==> src/rtl/psum_acc_pkg.sv <==
// Shared types and helpers for the partial-sum accumulator: FSM state, width helpers
// and the rounding/saturating rescale used when a dot-product result forms.
package psum_acc_pkg;

  typedef enum logic {ACCUM = 1'b0, HOLD = 1'b1} psum_state_e;

  // Wide enough that round-then-shift never wraps for any practical accumulator width.
  localparam int CALC_W = 64;
  typedef logic signed [CALC_W-1:0] calc_t;

  typedef struct packed {
    logic  sat;
    calc_t data;
  } sat_res_t;

  function automatic int acc_width(input int tree_w, input int acc_len);
    return tree_w + $clog2(acc_len);
  endfunction

  function automatic int cnt_width(input int acc_len);
    return (acc_len > 1) ? $clog2(acc_len) : 1;
  endfunction

  // Half-up rounding arithmetic right shift, then clamp to a signed out_w range.
  function automatic sat_res_t sat_round(input calc_t value, input int unsigned shift,
                                         input int unsigned out_w);
    sat_res_t    res;
    calc_t       half;
    calc_t       r;
    calc_t       maxv;
    calc_t       minv;
    int unsigned s;
    s = (shift > 62) ? 62 : shift;
    if (s == 0) begin
      r = value;
    end else begin
      half = calc_t'(1) <<< (s - 1);
      r    = (value + half) >>> s;
    end
    maxv = (calc_t'(1) <<< (out_w - 1)) - calc_t'(1);
    minv = -maxv - calc_t'(1);
    if (r > maxv) begin
      res.sat  = 1'b1;
      res.data = maxv;
    end else if (r < minv) begin
      res.sat  = 1'b1;
      res.data = minv;
    end else begin
      res.sat  = 1'b0;
      res.data = r;
    end
    return res;
  endfunction

endpackage

==> src/rtl/psum_accumulator_if.sv <==
// Handshake bundle between the adder tree / upstream source and the accumulator output side.
interface psum_accumulator_if #(
  parameter int TREE_OUT_WIDTH = 20,
  parameter int OUT_WIDTH      = 8
);
  logic                             in_valid;
  logic                             tree_en;
  logic signed [TREE_OUT_WIDTH-1:0] tree_sum;
  logic signed [OUT_WIDTH-1:0]      out_data;
  logic                             out_valid;
  logic                             out_ready;
  logic                             out_sat;

  modport master (
    output in_valid, tree_sum, out_ready,
    input  tree_en, out_data, out_valid, out_sat
  );

  modport slave (
    input  in_valid, tree_sum, out_ready,
    output tree_en, out_data, out_valid, out_sat
  );
endinterface

==> src/rtl/tree_valid_tracker.sv <==
// Shadow valid pipe for an adder tree that carries no valid of its own; shifts and
// freezes in lockstep with the tree's add enable.
module tree_valid_tracker #(
  parameter int DEPTH = 4
) (
  input  logic clk,
  input  logic rst_n,
  input  logic en,
  input  logic clear,
  input  logic vin,
  output logic vout
);

  logic [DEPTH-1:0] vpipe_q;
  logic [DEPTH-1:0] vpipe_d;

  always_comb begin
    vpipe_d = vpipe_q;
    if (clear) begin
      vpipe_d = '0;
    end else if (en) begin
      vpipe_d[0] = vin;
      for (int i = 1; i < DEPTH; i++) begin
        vpipe_d[i] = vpipe_q[i-1];
      end
    end
  end

  always_ff @(posedge clk or negedge rst_n) begin
    if (!rst_n) vpipe_q <= '0;
    else        vpipe_q <= vpipe_d;
  end

  assign vout = vpipe_q[DEPTH-1];

endmodule

==> src/rtl/psum_accumulator.sv <==
// Accumulates ACC_LEN valid adder-tree sums into one rounded, saturated result and
// drives the tree enable for backpressure. Optional ReLU via PSUM_ACC_RELU_EN.
module psum_accumulator
  import psum_acc_pkg::*;
#(
  parameter int TREE_OUT_WIDTH = 20,
  parameter int TREE_LATENCY   = 4,
  parameter int ACC_LEN        = 8,
  parameter int OUT_WIDTH      = 8,
  parameter int SHIFT_W        = 5
) (
  input  logic               clk,
  input  logic               rst_n,
  input  logic               clear,
  input  logic [SHIFT_W-1:0] shift,
  psum_accumulator_if.slave  bus
);

  localparam int ACC_WIDTH = acc_width(TREE_OUT_WIDTH, ACC_LEN);
  localparam int CNT_W     = cnt_width(ACC_LEN);

  typedef logic signed [ACC_WIDTH-1:0] acc_t;

  psum_state_e                 state_q, state_d;
  logic [CNT_W-1:0]            count_q, count_d;
  acc_t                        acc_q, acc_d;
  logic signed [OUT_WIDTH-1:0] out_data_q, out_data_d;
  logic                        out_sat_q, out_sat_d;

  logic                        tree_en;
  logic                        vlast;
  logic                        sum_take;
  logic                        last_sum;
  acc_t                        total;
  sat_res_t                    res;
  logic signed [OUT_WIDTH-1:0] res_data;
  logic                        unused_res_hi;

  // A pending, unaccepted result freezes the tree and the shadow valid pipe together.
  assign tree_en = !(state_q == HOLD && !bus.out_ready);

  tree_valid_tracker #(
    .DEPTH (TREE_LATENCY)
  ) u_vtrack (
    .clk   (clk),
    .rst_n (rst_n),
    .en    (tree_en),
    .clear (clear),
    .vin   (bus.in_valid),
    .vout  (vlast)
  );

  assign sum_take = vlast && tree_en;
  assign last_sum = sum_take && (count_q == CNT_W'(ACC_LEN - 1));
  assign total    = ((count_q == '0) ? acc_t'(0) : acc_q) + acc_t'(bus.tree_sum);

  always_comb begin
    res      = sat_round(calc_t'(total), 32'(shift), OUT_WIDTH);
    res_data = res.data[OUT_WIDTH-1:0];
`ifdef PSUM_ACC_RELU_EN
    if (res.data[CALC_W-1]) res_data = '0;
`endif
  end

  assign unused_res_hi = ^res.data[CALC_W-1:OUT_WIDTH];

  always_comb begin
    count_d = count_q;
    acc_d   = acc_q;
    if (clear) begin
      count_d = '0;
      acc_d   = '0;
    end else if (sum_take) begin
      count_d = last_sum ? '0 : count_q + CNT_W'(1);
      acc_d   = total;
    end
  end

  // FSM: next state
  always_comb begin
    state_d = state_q;
    if (clear) begin
      state_d = ACCUM;
    end else begin
      case (state_q)
        ACCUM:   if (last_sum) state_d = HOLD;
        HOLD:    if (bus.out_ready && !last_sum) state_d = ACCUM;
        default: state_d = ACCUM;
      endcase
    end
  end

  always_comb begin
    out_data_d = out_data_q;
    out_sat_d  = out_sat_q;
    if (clear) begin
      out_data_d = '0;
      out_sat_d  = 1'b0;
    end else if (last_sum) begin
      out_data_d = res_data;
      out_sat_d  = res.sat;
    end
  end

  always_ff @(posedge clk or negedge rst_n) begin
    if (!rst_n) begin
      state_q    <= ACCUM;
      count_q    <= '0;
      acc_q      <= '0;
      out_data_q <= '0;
      out_sat_q  <= 1'b0;
    end else begin
      state_q    <= state_d;
      count_q    <= count_d;
      acc_q      <= acc_d;
      out_data_q <= out_data_d;
      out_sat_q  <= out_sat_d;
    end
  end

  // FSM: outputs
  always_comb begin
    bus.tree_en   = tree_en;
    bus.out_valid = (state_q == HOLD);
    bus.out_data  = out_data_q;
    bus.out_sat   = out_sat_q;
  end

endmodule

==> src/flat_wrapper.sv <==
// flat-port wrapper written by rule: the top's interface ports become plain ports
module psum_accumulator_flat import psum_acc_pkg::*;
#(
  parameter int TREE_OUT_WIDTH = 20,
  parameter int TREE_LATENCY   = 4,
  parameter int ACC_LEN        = 8,
  parameter int OUT_WIDTH      = 8,
  parameter int SHIFT_W        = 5
)
  (clk, rst_n, clear, shift, bus_in_valid, bus_tree_sum, bus_out_ready, bus_tree_en, bus_out_data, bus_out_valid, bus_out_sat);
  psum_accumulator_if #(.TREE_OUT_WIDTH(TREE_OUT_WIDTH), .OUT_WIDTH(OUT_WIDTH)) bus_i ();
  input  logic clk;
  input  logic rst_n;
  input  logic clear;
  input  logic [SHIFT_W-1:0] shift;
  input wire logic [$bits(bus_i.in_valid)-1:0] bus_in_valid;
  input wire logic [$bits(bus_i.tree_sum)-1:0] bus_tree_sum;
  input wire logic [$bits(bus_i.out_ready)-1:0] bus_out_ready;
  output wire logic [$bits(bus_i.tree_en)-1:0] bus_tree_en;
  output wire logic [$bits(bus_i.out_data)-1:0] bus_out_data;
  output wire logic [$bits(bus_i.out_valid)-1:0] bus_out_valid;
  output wire logic [$bits(bus_i.out_sat)-1:0] bus_out_sat;
  assign bus_i.in_valid = bus_in_valid;
  assign bus_i.tree_sum = bus_tree_sum;
  assign bus_i.out_ready = bus_out_ready;
  assign bus_tree_en = bus_i.tree_en;
  assign bus_out_data = bus_i.out_data;
  assign bus_out_valid = bus_i.out_valid;
  assign bus_out_sat = bus_i.out_sat;
  psum_accumulator #(.TREE_OUT_WIDTH(TREE_OUT_WIDTH), .TREE_LATENCY(TREE_LATENCY), .ACC_LEN(ACC_LEN), .OUT_WIDTH(OUT_WIDTH), .SHIFT_W(SHIFT_W)) u_core (.clk(clk), .rst_n(rst_n), .clear(clear), .shift(shift), .bus(bus_i));
endmodule
==> config.mk <==
export PLATFORM = sky130hd
export DESIGN_NAME = psum_accumulator_flat
export DESIGN_NICKNAME = d
export VERILOG_FILES = /design/src/rtl/psum_acc_pkg.sv /design/src/rtl/psum_accumulator_if.sv /design/src/rtl/tree_valid_tracker.sv /design/src/rtl/psum_accumulator.sv /design/src/flat_wrapper.sv
export SDC_FILE = /design/constraint.sdc
export NUM_CORES = 1
export LEC_CHECK = 0
export CAP_MARGIN = 0
export CELL_PAD_IN_SITES_DETAIL_PLACEMENT = 0
export CELL_PAD_IN_SITES_GLOBAL_PLACEMENT = 2
export CORE_ASPECT_RATIO = 2
export CORE_MARGIN = 3
export CORE_UTILIZATION = 39
export CTS_CLUSTER_SIZE = 8
export DETAILED_ROUTE_END_ITERATION = 7
export PLACE_DENSITY = 0.91
export SETUP_SLACK_MARGIN = 0.4
export SLEW_MARGIN = 20
export SYNTH_ARGS = -nofsm -noshare
export SYNTH_HDL_FRONTEND = slang
export SYNTH_SLANG_ARGS = --single-unit
export TNS_END_PERCENT = 50
==> constraint.sdc <==
create_clock -name clk -period 16.4 [get_ports clk]
set_input_delay 3.28 -clock clk [delete_from_list [all_inputs] [get_ports clk]]
set_output_delay 3.28 -clock clk [all_outputs]
set_load 0.01 [all_outputs]
# Yosys cells after proc, flatten, opt, wreduce, memory -nomap -nowiden
# Index checks and enable logic that the tools add are counted.
# W data, S select, Z words.
# totals
regBits	40
out_inout_bits	11
# op_classes
addsub	4
magnitude_cmp	2
eq_ne	2
n_shift	2
n_mux	19
n_bitwise	1
n_reduce_logical	11
# ops
op	n
$mux W65	2
$mux W23	3
$add A23 B64 Y64	1
$gt A64 B8 Y1 const B	1
$lt A64 B8 Y1 const B	1
$mux W64	1
$sshl A2 B32 Y64 const A	1
$sshr A64 B5 Y64	1
$add A23 B20 Y23	1
$mux W8	2
$mux W3	3
$mux W4	2
$sub A5 B1 Y6 const B	1
$logic_not A5 Y1	1
$mux W1	5
$logic_and A1 B1 Y1	4
$reduce_bool A2 Y1	2
$add A3 B1 Y3 const B	1
$eq A3 B3 Y1 const B	1
$logic_not A1 Y1	3
$logic_not A3 Y1	1
$ne A2 B2 Y1 const B	1
$pmux W1 S2	1
$not A1 Y1	1

# Depth between registers and ports, before layout
# Gate-level depths: netlist (run 1).
# depth
depth_word	11
ltp_mapped	31
mapped_depth_nobuf	28

# Modules after synthesis
# From an unflattened synthesis (run 1), not the netlist that was laid out.
# hier_totals
cells_unflattened	1302
area_unflattened_um2	9087.5
# modules_own_cells
mod	instances	cells_per_inst	area_per_inst_um2
psum_accumulator	1	1289	8927.3
tree_valid_tracker	1	13	160.2

# Least setup slack after synthesis (run 1)
# No wires, ideal clock.
# synth_timing
path_type	input to register
from	input port shift[0]
to	register u_core.out_data_q[0] (netlist: u_core.bus.out_data[0])
arrival_time_ps	9693
required_ps	16257
setup_slack_ps	6565
path_stages	26
path_buffers	6
path_cell_list	inv_1 > buf_1 > clkbuf_1 > clkbuf_1 > ha_1 > clkbuf_1 > and2_1 > clkbuf_1 > clkbuf_1 > a21oi_1 > or3b_2 > nor2_1 > ha_1 > and3_1 > a221o_1 > a211o_1 > or4_1 > nand4_1 > nor2_2 > or4_1 > and3_1 > o21bai_2 > and3_1 > nand4_2 > o41ai_1 > o211ai_1
# synth_between
elab_chain_cells	10
word_cells_on_any_way	12
classes_between	2 x add/sub; 2 x order compare; 2 x shift; 5 x mux; 1 x reduce/logical
# synth_lines
element	line_no	rtl
start, declared	flat_wrapper.sv:15	input logic [SHIFT_W-1:0] shift;
$sub A5 B1 Y6	psum_acc_pkg.sv:37	half = calc_t'(1) <<< (s - 1);
$sshl A2 B32 Y64	psum_acc_pkg.sv:37	
$add A23 B64 Y64	psum_acc_pkg.sv:38	r = (value + half) >>> s;
$sshr A64 B5 Y64	psum_acc_pkg.sv:38	
$mux W64 (*)	psum_acc_pkg.sv:34	if (s == 0) begin
$lt A64 B8 Y1	psum_acc_pkg.sv:45	end else if (r < minv) begin
$mux W65	psum_acc_pkg.sv:45	
$mux W65 (*)	psum_acc_pkg.sv:42	if (r > maxv) begin
$mux W8 (*)	psum_accumulator.sv:99	end else if (last_sum) begin
$mux W8 (*)	psum_accumulator.sv:96	if (clear) begin
end signal, assigned	psum_accumulator.sv:116	out_data_q <= out_data_d;
end, declared	psum_accumulator.sv:27	logic signed [OUT_WIDTH-1:0] out_data_q, out_data_d;
# Mark *: on every way between the ends. The rest lies on a longest branch, timed or not. The select of a mux whose other input is x is not followed.
# A chain may end at the register's enable or synchronous reset.

# Worst setup path after layout (run 1)
# layout_timing
from	input port shift[0]
to	register u_core.out_sat_q (netlist: u_core.bus.out_sat)
# layout_between
elab_chain_cells	10
word_cells_on_any_way	12
classes_between	2 x add/sub; 2 x order compare; 2 x shift; 5 x mux; 1 x reduce/logical
# layout_lines
element	line_no	rtl
$sub A5 B1 Y6	psum_acc_pkg.sv:37	
$sshl A2 B32 Y64	psum_acc_pkg.sv:37	
$add A23 B64 Y64	psum_acc_pkg.sv:38	
$sshr A64 B5 Y64	psum_acc_pkg.sv:38	
$mux W64 (*)	psum_acc_pkg.sv:34	
$lt A64 B8 Y1	psum_acc_pkg.sv:45	
$mux W65	psum_acc_pkg.sv:45	
$mux W65 (*)	psum_acc_pkg.sv:42	
$mux W1 (*)	psum_accumulator.sv:99	
$mux W1 (*)	psum_accumulator.sv:96	
end signal, assigned	psum_accumulator.sv:117	out_sat_q <= out_sat_d;
end, declared	psum_accumulator.sv:28	logic out_sat_q, out_sat_d;
# Marks and branches as above.

==> out/results.txt, run 1 <==
number of global-route vias before repair: 11025
Critical Path Fanout Max: 60
drt initial violations: 936
largest net degree at the start of global routing: 61
Final nets: 1382
most frequent cells in the layout: nand2_1, nor2_1, a21oi_1
Avg Cell Area, Syn: 6.99 um2
vias per cell: 6.98
min cycle time layout: 11.52 ns
status: finished clean
Most used DFF post-synth: dfrtp_1
Area growth, synth to finish: 7.09%
Die H: 223 um
worst hold path type: reg2reg
post-CTS setup buffers: 0
Worst-Margin Slew: 1.27 ns
GR Layer Usage met1: 32.4%
Core ar.: 22800 um2
R2R setup slack: 7.26 ns
crit path DAT: 11.66 ns
Filler cells: 2467
syn nets: 1399
Post-synth EDFFs: 0
critical path startpoint category: input port
fin crit share: 70.2%
htree depth: 2
WS Path Type: in2reg
number of detailed-route iterations in the first pass: 6
Fmax achieved: 86.8 MHz
Synth Register Bits: 40
CTS root buffer: clkbuf_16
ys async rst share: 100%
main combinational cell family by area after synthesis: compound AO/OA/AOI/OAI gates
Post-Synth XOR/XNOR Area: 3.64%
RSZ-0062 raised after global routing: no
Post-DRT Antenna Nets: 0
Post-Synth Simple-Gate Area: 28.7%
DR WL/cell: 28.0 um
commonest non-fill, non-tap cell in the layout: nand2_1
Worst EP required: 16.54 ns
post_cts resized: 0
clk slew on worst S/H paths: 0.07 ns
Final HPWL DP: 35100 um
initial antenna violation count: 0
mux share of post-synthesis cell area: 4.51%
M3 GR Usage: 4.61%
Synth Warn #: 0
Max clock buf depth: 2
DRC: 0
Clock Sinks: 40
Final Setup Violations: 0
Ports: 41
GR peak layer: met2
Hold-fix buffers, CTS: 0
Site Rows: 78
normalized max-slew margin: 12.9%
CTS tree: yes
R2R Path End: u_core.bus.out_sat
met2 usage: 60.1%
Pwr Density: 45.4 nW/um2
clock skew: 0.00802 ns
Distinct cells, synth: 102
HP Start: u_core.acc_q[9]
Hold Path Sink: u_core.acc_q[9]
worst flop-to-flop path startpoint: u_core.count_q[0]
PortBufs: 40
total CTS buffers: 5
hold path cells: 2
Seq/Total Area, Yosys: 10.9%
Die X: 114 um
Starting Density: 40.1%
max-cap viol count: 0
All-Layer GR Usage: 33.9%
diode count: 0
Hold Violations, Final: 0
Tot Pwr: 0.445 mW
Compound-Gate Fraction of Synth Area: 38.8%
Pins Over Slew Limit: 0
Cell Area, Synth: 9150 um2
Setup crit end kind: flip-flop
GPL Wtd Cong: 1.10
post-synthesis cell count: 1309
layout cell share with drive strength beyond 1: 6.58%
Clock Latency Late Sink: 0.30 ns
first-pass GRT wire length: 66000 um
VDD IR max: 0.0000810 V
via count: 10975
adder-cell share of the synthesized area: 8.37%
final global-route overflow total: 0
final wirelength: 44100 um
die area: 25400 um2
leakage power: 3.98 nW
setup TNS: 0 ns
cells on worst reg2reg path: 27
[per-layer routing]
metal  vias up  routed length, um
met5         -                  0
met4         0               5470
met3       246               2700
met2       568              21900
met1      5159              14000
li1       5002                  -
[worst max path at each step]
stage,startpoint,endpoint,slack (ns),depth (start not counted)
3_5_place_dp,shift[0],u_core.bus.out_data[2],5.11,23
2_1_floorplan,shift[0],u_core.bus.out_data[0],6.56,26
6_report,shift[0],u_core.bus.out_sat,4.88,23
5_1_grt,shift[0],u_core.bus.out_data[4],4.35,23
4_1_cts,shift[0],u_core.bus.out_data[2],5.42,23
3_3_place_gp,shift[0],u_core.bus.out_data[4],5.08,23
[final cells by class]
class | count | area (um2) | area share [%]
multi-input cells | 1160 | 7700 | 78.6
flip-flops and latches | 40 | 1000 | 10.2
repair buffers | 57 | 505 | 5.16
well taps | 280 | 350 | 3.58
clock buffers | 5 | 125 | 1.28
inverters | 28 | 105 | 1.07
clock inverters | 2 | 12.5 | 0.128
[report_power, final]
group	internal [mW]	switching, mW	total (mW)	leakage (nW)
Sequential	0.0997	0.000561	0.100	0.556
Clock	0.0554	0.0454	0.101	0.0657
Combinational	0.0771	0.167	0.244	3.36
[through the flow]
step                      instance area [um2]  setup slack, ns  utilization [%]  hold slack, ns  cells
after floorplan                          9150             6.56                -           0.442   1309
after global placement                   9650             5.08             42.3           0.456   1564
after detailed placement                 9650             5.11             42.3           0.462   1564
after CTS                                9790             5.42             42.9           0.477   1571
after global routing                     9800             4.35             42.9           0.507   1572
final                                    9800             4.88             42.9           0.473   1572
[logic make-up (layout without fill, tap and decap cells)]
kind of cell	count (synthesis)	in the layout
flops	40	40
mux	34	34
simple gates	540	540
xor+xnor	38	38
fa+ha+maj	60	60
compound gates	488	488
buf+inv	109	92
[state kept, by name (all words and copies together), names as in the netlist]
name	flops
u_core.acc_q	23
u_core.u_vtrack.vpipe_q	4
u_core.count_q	3
u_core.bus.out_valid	1
u_core.bus.out_sat	1
u_core.bus.out_data	8
[critical path: stages]
cell and delay (ns):
buf_2 0.09, buf_4 0.32, inv_1 0.12, buf_4 0.41
ha_1 0.62, and2_1 0.58, nand2_1 0.36, o21ai_0 0.53
nand2b_1 0.19, nor2_1 0.15, ha_1 0.38, nand4_2 0.23
a2111oi_2 0.64, o21ai_1 0.30, a21oi_1 0.38, a2bb2oi_1 0.72
o22ai_1 0.27, o21ai_0 0.67, o211ai_1 0.25, nor2b_1 0.17
nand4_1 0.33, o41ai_1 0.49, a41oi_1 0.09
[synth_stat cells, drive strengths merged, types with 8 or more instances]
library cell  instances  area share (%)
a22o                 26             2.5
o21a                 20             1.6
o21bai                8            0.70
a211oi               18             1.5
a211o                10            0.96
nor2                150             6.2
ha                   58             7.9
nor4                 14            0.96
o21ai                86             4.7
a21oi                98             5.5
or2                  10            0.71
or3                  13            0.89
nand2b               12            0.82
o31ai                10            0.97
xor2                 15             1.4
a2111oi              14             1.9
mux2i                21             2.3
a31oi                17             1.2
nand3                36             2.0
mux2                  8            0.98
o211ai               37             3.0
xnor2                23             2.2
buf                  25             1.5
inv                  26             1.1
dfrtp                40              11
nand2               155             6.4
a21o                 27             2.2
and2                 30             2.1
o41ai                10            0.96
nor2b                10            0.68
a221oi               13             1.3
nand4                36             2.6
and3                 16             1.1
clkbuf               56             2.3
nor3                 34             1.9
(Power assumes the default switching activity.)
==> inputs of run 2 (changes only) <==
CORE_UTILIZATION = 33   (was 39)
PLACE_DENSITY = 0.82   (was 0.91)
clock period = 9.33 ns   (was 16.4 ns; I/O delays follow)
==> out/results.txt, run 2 (synthesized netlist as in run 1, its figures left out) <==
status: finished clean (unchanged)
layout cell share with drive strength beyond 1: 13.6% (was 6.58%)
most frequent cells in the layout: nand2_1, nor2_1, a21oi_1 (unchanged)
CTS root buffer: clkbuf_16 (unchanged)
initial antenna violation count: 0 (unchanged)
number of detailed-route iterations in the first pass: 6 (unchanged)
Pwr Density: 78.1 nW/um2 (was 45.4 nW/um2)
All-Layer GR Usage: 31.7% (was 33.9%)
Pins Over Slew Limit: 0 (unchanged)
PortBufs: 40 (unchanged)
Final nets: 1454 (was 1382)
critical path startpoint category: input port (unchanged)
DRC: 0 (unchanged)
Site Rows: 85 (was 78)
setup TNS: 0 ns (unchanged)
first-pass GRT wire length: 70200 um (was 66000 um)
R2R Path End: u_core.bus.out_data[4] (was u_core.bus.out_sat)
Ports: 41 (unchanged)
max-cap viol count: 0 (unchanged)
Fmax achieved: 116 MHz
Area growth, synth to finish: 15.8% (was 7.09%)
Critical Path Fanout Max: 18 (was 60)
Worst-Margin Slew: 0.972 ns (was 1.27 ns)
Starting Density: 33.7% (was 40.1%)
Final HPWL DP: 39200 um (was 35100 um)
Post-DRT Antenna Nets: 0 (unchanged)
worst flop-to-flop path startpoint: u_core.count_q[0] (unchanged)
CTS tree: yes (unchanged)
vias per cell: 6.59 (was 6.98)
CP endpoint: u_core.bus.out_data[4] (was u_core.bus.out_sat)
max reg flops: 23 (unchanged)
RSZ-0062 raised after global routing: no (unchanged)
Core ar.: 27100 um2 (was 22800 um2)
Top reg by flops: u_core.acc_q (unchanged)
htree depth: 2 (unchanged)
DR WL/cell: 28.0 um (about the same)
Max clock buf depth: 2 (unchanged)
diode count: 0 (unchanged)
VDD IR max: 0.0000661 V (was 0.0000810 V)
drt initial violations: 900 (was 936)
leakage power: 4.36 nW (was 3.98 nW)
cells on worst reg2reg path: 26 (was 27)
largest net degree at the start of global routing: 59 (was 61)
clk slew on worst S/H paths: 0.07 ns (about the same)
Worst path slowest cell: o41ai_1 (was a2bb2oi_1)
Worst EP required: 9.49 ns (was 16.54 ns)
Hold WS: 0.478 ns (was 0.473 ns)
Die X: 124 um (was 114 um)
crit path DAT: 8.78 ns (was 11.66 ns)
Int Power: 0.434 mW (was 0.232 mW)
Hold Violations, Final: 0 (unchanged)
GPL Wtd Cong: 1.03 (was 1.10)
Clock Sinks: 40 (unchanged)
die area: 29900 um2 (was 25400 um2)
crit path cell chain: clkdlybuf4s50_1 -> inv_1 -> ha_1 -> buf_4 -> and2_1 -> nand2_1 -> nand4_1 -> nor2_1 -> ha_1 -> fa_1 -> a21o_1 -> a221o_1 -> a211o_1 -> o21ba_2 -> xor2_1 -> buf_4 -> mux2i_1 -> a32oi_1 -> and3_1 -> a2111oi_0 -> and4_1 -> nand4_2 -> o41ai_1 -> o211ai_1 (was buf_2 -> buf_4 -> inv_1 -> buf_4 -> ha_1 -> and2_1 -> nand2_1 -> o21ai_0 -> nand2b_1 -> nor2_1 -> ha_1 -> nand4_2 -> a2111oi_2 -> o21ai_1 -> a21oi_1 -> a2bb2oi_1 -> o22ai_1 -> o21ai_0 -> o211ai_1 -> nor2b_1 -> nand4_1 -> o41ai_1 -> a41oi_1)
Switching Share: 47.5% (was 47.8%)
fin crit share: 92.5%
Comb pwr share: 56.6% (was 54.8%)
clock skew: 0.00546 ns (was 0.00802 ns)
R2R setup slack: 1.29 ns (was 7.26 ns)
Setup crit end kind: flip-flop (unchanged)
worst hold path type: reg2reg (unchanged)
final global-route overflow total: 0 (unchanged)
min cycle time layout: 8.63 ns
number of global-route vias before repair: 11270 (was 11025)
commonest non-fill, non-tap cell in the layout: nand2_1 (unchanged)
Die H: 241 um (was 223 um)
final wirelength: 47900 um (was 44100 um)
Sw Pwr: 0.393 mW (was 0.213 mW)
Seq pwr share: 21.3% (was 22.5%)
total CTS buffers: 5 (unchanged)
Critical path origin: shift[1] (was shift[0])
normalized max-slew margin: 35.2% (was 12.9%)
Final Setup Violations: 0 (unchanged)
Clock Latency Late Sink: 0.30 ns (about the same)
WS Path Type: in2reg (unchanged)
via count: 11287 (was 10975)
largest stage delay on the critical path: 0.50 ns (was 0.72 ns)
clock power share: 22.1% (was 22.7%)
run 2: cell count changes in the layout (fill, tap and decap cells not counted), moves of 3 or more:
cell and delta:
buf_4 +73, ha_1 -5, ha_2 +5, o21ai_2 +4, a211oi_1 -3, o21ai_0 -3
run 2: worst min-delay path by stage:
| stage | start | end | slack, ns | cells after the start |
|---|---|---|---|---|
| final | u_core.acc_q[15] | u_core.acc_q[15] | 0.48 | 2 |
| after global routing | u_core.acc_q[12] | u_core.acc_q[12] | 0.51 | 1 |
| after CTS | u_core.acc_q[10] | u_core.acc_q[10] | 0.48 | 2 |
| after detailed placement | u_core.acc_q[10] | u_core.acc_q[10] | 0.47 | 2 |
| after global placement | u_core.acc_q[15] | u_core.acc_q[15] | 0.45 | 2 |
| after floorplan | u_core.acc_q[10] | u_core.acc_q[10] | 0.44 | 2 |
run 2: power groups by stage:
stage          combinational [mW]  clock [mW]  sequential, mW
4_1_cts                     0.447       0.185           0.176
5_1_grt                     0.495       0.191           0.176
3_5_place_dp                0.446           0           0.180
2_1_floorplan               0.276           0           0.179
6_report                    0.469       0.183           0.176
3_3_place_gp                0.447           0           0.180
run 2: worst max-delay path: cells and delay by family:
kind | cells | cell delay [ns]
AOI/OAI and AO/OA | 8 | 2.55
xor gates and xnor gates | 1 | 0.14
adders and majority gates | 3 | 0.87
buffers and inverters | 4 | 1.05
muxes | 1 | 0.31
and+or+nand+nor | 7 | 1.96
run 2: timing repair:
action	CTS	global route
endpoints found under the setup margin	7	8
setup buffers	0	4
gates resized for setup	2	33
hold buffers	0	0
endpoints found under the hold margin	0	0
pin swaps	0	3
run 2: cell type report:
class / instances / area (um2)
Sequential cell: 40 / 1000
Multi-Input combinational cell: 1160 / 7860
Fill cell: 2951 / 16500
Tap cell: 348 / 435
Clock buffer: 5 / 125
Clock inverter: 3 / 23.8
Inverter: 28 / 105
Timing Repair Buffer: 129 / 1050
run 2: metrics by stage:
step	cells	utilization, %	power, mW	cell area [um2]	setup WS, ns
3_3_place_gp	1701	37.8	0.626	10300	0.0232
5_1_grt	1713	39.1	0.863	10600	0.303
4_1_cts	1709	38.4	0.808	10400	0.482
3_5_place_dp	1701	37.8	0.625	10300	0.0237
6_report	1713	39.1	0.828	10600	0.703
2_1_floorplan	1309	-	0.455	9150	0.909
run 2: layer usage:
layer | part of all wire, % | global-route usage (%) | up-vias
li1 | - | - | 5162
met1 | 31 | 28.9 | 5377
met2 | 52 | 58.4 | 513
met3 | 4.4 | 3.32 | 235
met4 | 12 | 30.7 | 0
met5 | 0 | 0 | -
==> RTL edit: new RTL, settings of run 2 <==
`out_data_q` no longer has a reset.
--- a/src/rtl/psum_accumulator.sv
+++ b/src/rtl/psum_accumulator.sv
@@ -107,15 +107,17 @@
       state_q    <= ACCUM;
       count_q    <= '0;
       acc_q      <= '0;
-      out_data_q <= '0;
       out_sat_q  <= 1'b0;
     end else begin
       state_q    <= state_d;
       count_q    <= count_d;
       acc_q      <= acc_d;
-      out_data_q <= out_data_d;
       out_sat_q  <= out_sat_d;
     end
+  end
+
+  always_ff @(posedge clk) begin
+    out_data_q <= out_data_d;
   end
 
   // FSM: outputs
Check against the original RTL: same outputs for any inputs over 10 cycles, from zero or initial values and one cycle with rst_n low; that may be too few to reach the edited logic, so the function may still have changed.
==> RTL edit against run 2 <==
- final area is 2.7% lower
- synthesized cell count is 2.6% higher
- setup slack better by 0.051 ns
- routed wire length is 1.7% lower
- critical path depth stayed put
- global-route usage is 0.75 points lower
- die area is 0.78% lower
- sequential cell count stayed put
- count of clock-buffer cells in the layout is 1 higher
- area after synthesis is 0.81% lower
- total power is 0.99% higher
- first-iteration DRC count is 3.3% lower
- largest cell class unchanged
==> RTL edit: results (changes against run 2) <==
DETAILROUTE.VIA_COUNT=11206  # -0.72%
PLACE_HPWL_UM=37900  # -3.5%
OUTCOME='finished clean'
GRT_PASS1_WL_UM=68000  # -3.0%
FIN_WORST_HOLD_SLACK_NS=0.477  # -0.00112 ns
AVG_INST_SIZE_SYNTH_UM2=6.76  # -3.3%
STARTPOINT_OF_THE_TIGHTEST_HOLD_CHECK_PATH='u_core.bus.out_data[7]'
YS_TOP_CELLS_BY_AREA='dfrtp_1 (8.8%), ha_1 (8.0%), nand2_1 (7.9%)'
DESIGN.FINAL.NETS=1464  # +0.69%
DRIVE_GT1_FRAC=0.116  # -0.0192
WORST-R2R-SETUP-SLACK_NS=1.45  # +0.16 ns
SYNTH.CELLS.MOST_FREQUENT='nand2_1 (191), nor2_1 (165), a21oi_1 (130)'
NUM-FILL-CELLS=3015  # +2.2%
VDD_DROP_MAX_mV=0.0596  # -9.9%
FIN_WORST_SKEW_NS=0.00343  # -0.00202 ns
YOSYS-MUX-AREA-FRACTION=0.0467  # +0.00161
FF2FF_PATH_DEPTH=27  # +3.8%
PLACE_AREA_UM2=9980  # -2.7%
PRECTSSETUPSLACK_NS=0.165  # +0.141 ns
COMPLEX_GATE_FRACTION_OF_THE_SYNTHESIZED_AREA=0.347  # -0.0419
HIGHEST_CLOCK_FREQUENCY_THE_DESIGN_CAN_MEET_MHz=117  # +0.59%
DESTINATION_OF_THE_WORST_HOLD_PATH='u_core.bus.out_data[7]'
POWER.SHARE.SWITCHING=0.480  # +0.00493
TIMING.CRITICAL_PATH.FANOUT_MAX=7  # -11
CRIT-REG2REG-CAPTURE='u_core.bus.out_sat'
DETAIL_ROUTE.ITER0.VIOLATIONS=870  # -3.3%
ASYNC_FLOP_SHARE=0.800  # -0.200
WORST_PATH_MAX_DELAY_CELL='a21oi_2'
ROUTABILITYCONGESTION=1.05  # +1.8%
SYNTH_XOR_XNOR_AREA_SHARE=0.0375  # +0.00112
YOSYSSEQAREASHARE=0.106  # -0.00352
ROUTED_VIA_DENSITY=6.50  # -1.3%
SYNTH_ADDER_AREA_SHARE=0.0844  # +0.000681
SYNTH_NETS=1433  # +2.4%
RTL edit: changes by cell type in the layout (fill, tap and decap cells not counted), moves of 10 or more:
cell,change
o211ai_1,-15
nand2_1,+35
o21ai_0,-19
a21oi_1,+36
mux2i_1,+10
nor2_1,+20
buf_4,-22
a22o_1,-26
a211oi_1,+17
a21o_1,-12
RTL edit: per-layer routing:
layer / routed length (µm) / track usage / vias up / share of wire
met5: 0 / 0 / - / 0
met4: 5230 / 0.277 / 0 / 0.11
met3: 2150 / 0.0273 / 225 / 0.046
met2: 24200 / 0.571 / 510 / 0.51
met1: 15400 / 0.294 / 5307 / 0.33
li1: - / - / 5164 / -
RTL edit: worst max path at each step:
stage,startpoint,to,cells past startpoint
2_1_floorplan,shift[0],u_core.bus.out_sat,28
3_3_place_gp,bus_tree_sum[4],u_core.bus.out_sat,24
3_5_place_dp,bus_tree_sum[4],u_core.bus.out_sat,24
4_1_cts,bus_tree_sum[4],u_core.bus.out_sat,24
5_1_grt,bus_tree_sum[7],u_core.bus.out_sat,24
6_report,bus_tree_sum[0],u_core.bus.out_sat,24
RTL edit: worst max-delay path, delay by kind of cell:
kind | cells | cell delay (ns)
adders and majority gates | 3 | 1.02
and+or+nand+nor | 4 | 0.92
xor gates and xnor gates | 1 | 0.26
AOI/OAI and AO/OA | 15 | 4.28
buffers and inverters | 1 | 0.41
RTL edit: layout make-up:
| cell class | count | area, µm² | area share |
|---|---|---|---|
| inverters | 18 | 67.6 | 0.00655 |
| clock buffers | 6 | 139 | 0.0135 |
| well taps | 348 | 435 | 0.0422 |
| clock inverters | 2 | 10.0 | 0.000971 |
| flip-flops and latches | 40 | 961 | 0.0932 |
| repair buffers | 107 | 888 | 0.0861 |
| multi-input cells | 1202 | 7810 | 0.757 |
RTL edit: cells by family (layout without fill, tap and decap cells):
kind of cell	count (synthesis)	after routing
buffers and inverters	101	133
flip-flops	40	40
multiplexers	40	40
XOR/XNOR	38	38
AND/OR/NAND/NOR	620	620
adder cells (fa/ha/maj)	60	60
AO/OA/AOI/OAI	444	444
RTL edit: power groups by stage:
| stage | registers [mW] | clock network, mW | logic (mW) |
|---|---|---|---|
| floorplan | 0.179 | 0 | 0.282 |
| global placement | 0.179 | 0 | 0.453 |
| detailed placement | 0.179 | 0 | 0.451 |
| CTS | 0.176 | 0.189 | 0.453 |
| global route | 0.176 | 0.194 | 0.502 |
| finish | 0.176 | 0.184 | 0.476 |
RTL edit: repair_timing:
action,4_1_cts,5_1_grt
setup endpoints to repair,0,8
hold endpoints to repair,0,0
setup buffers,0,6
gates resized for setup,0,32
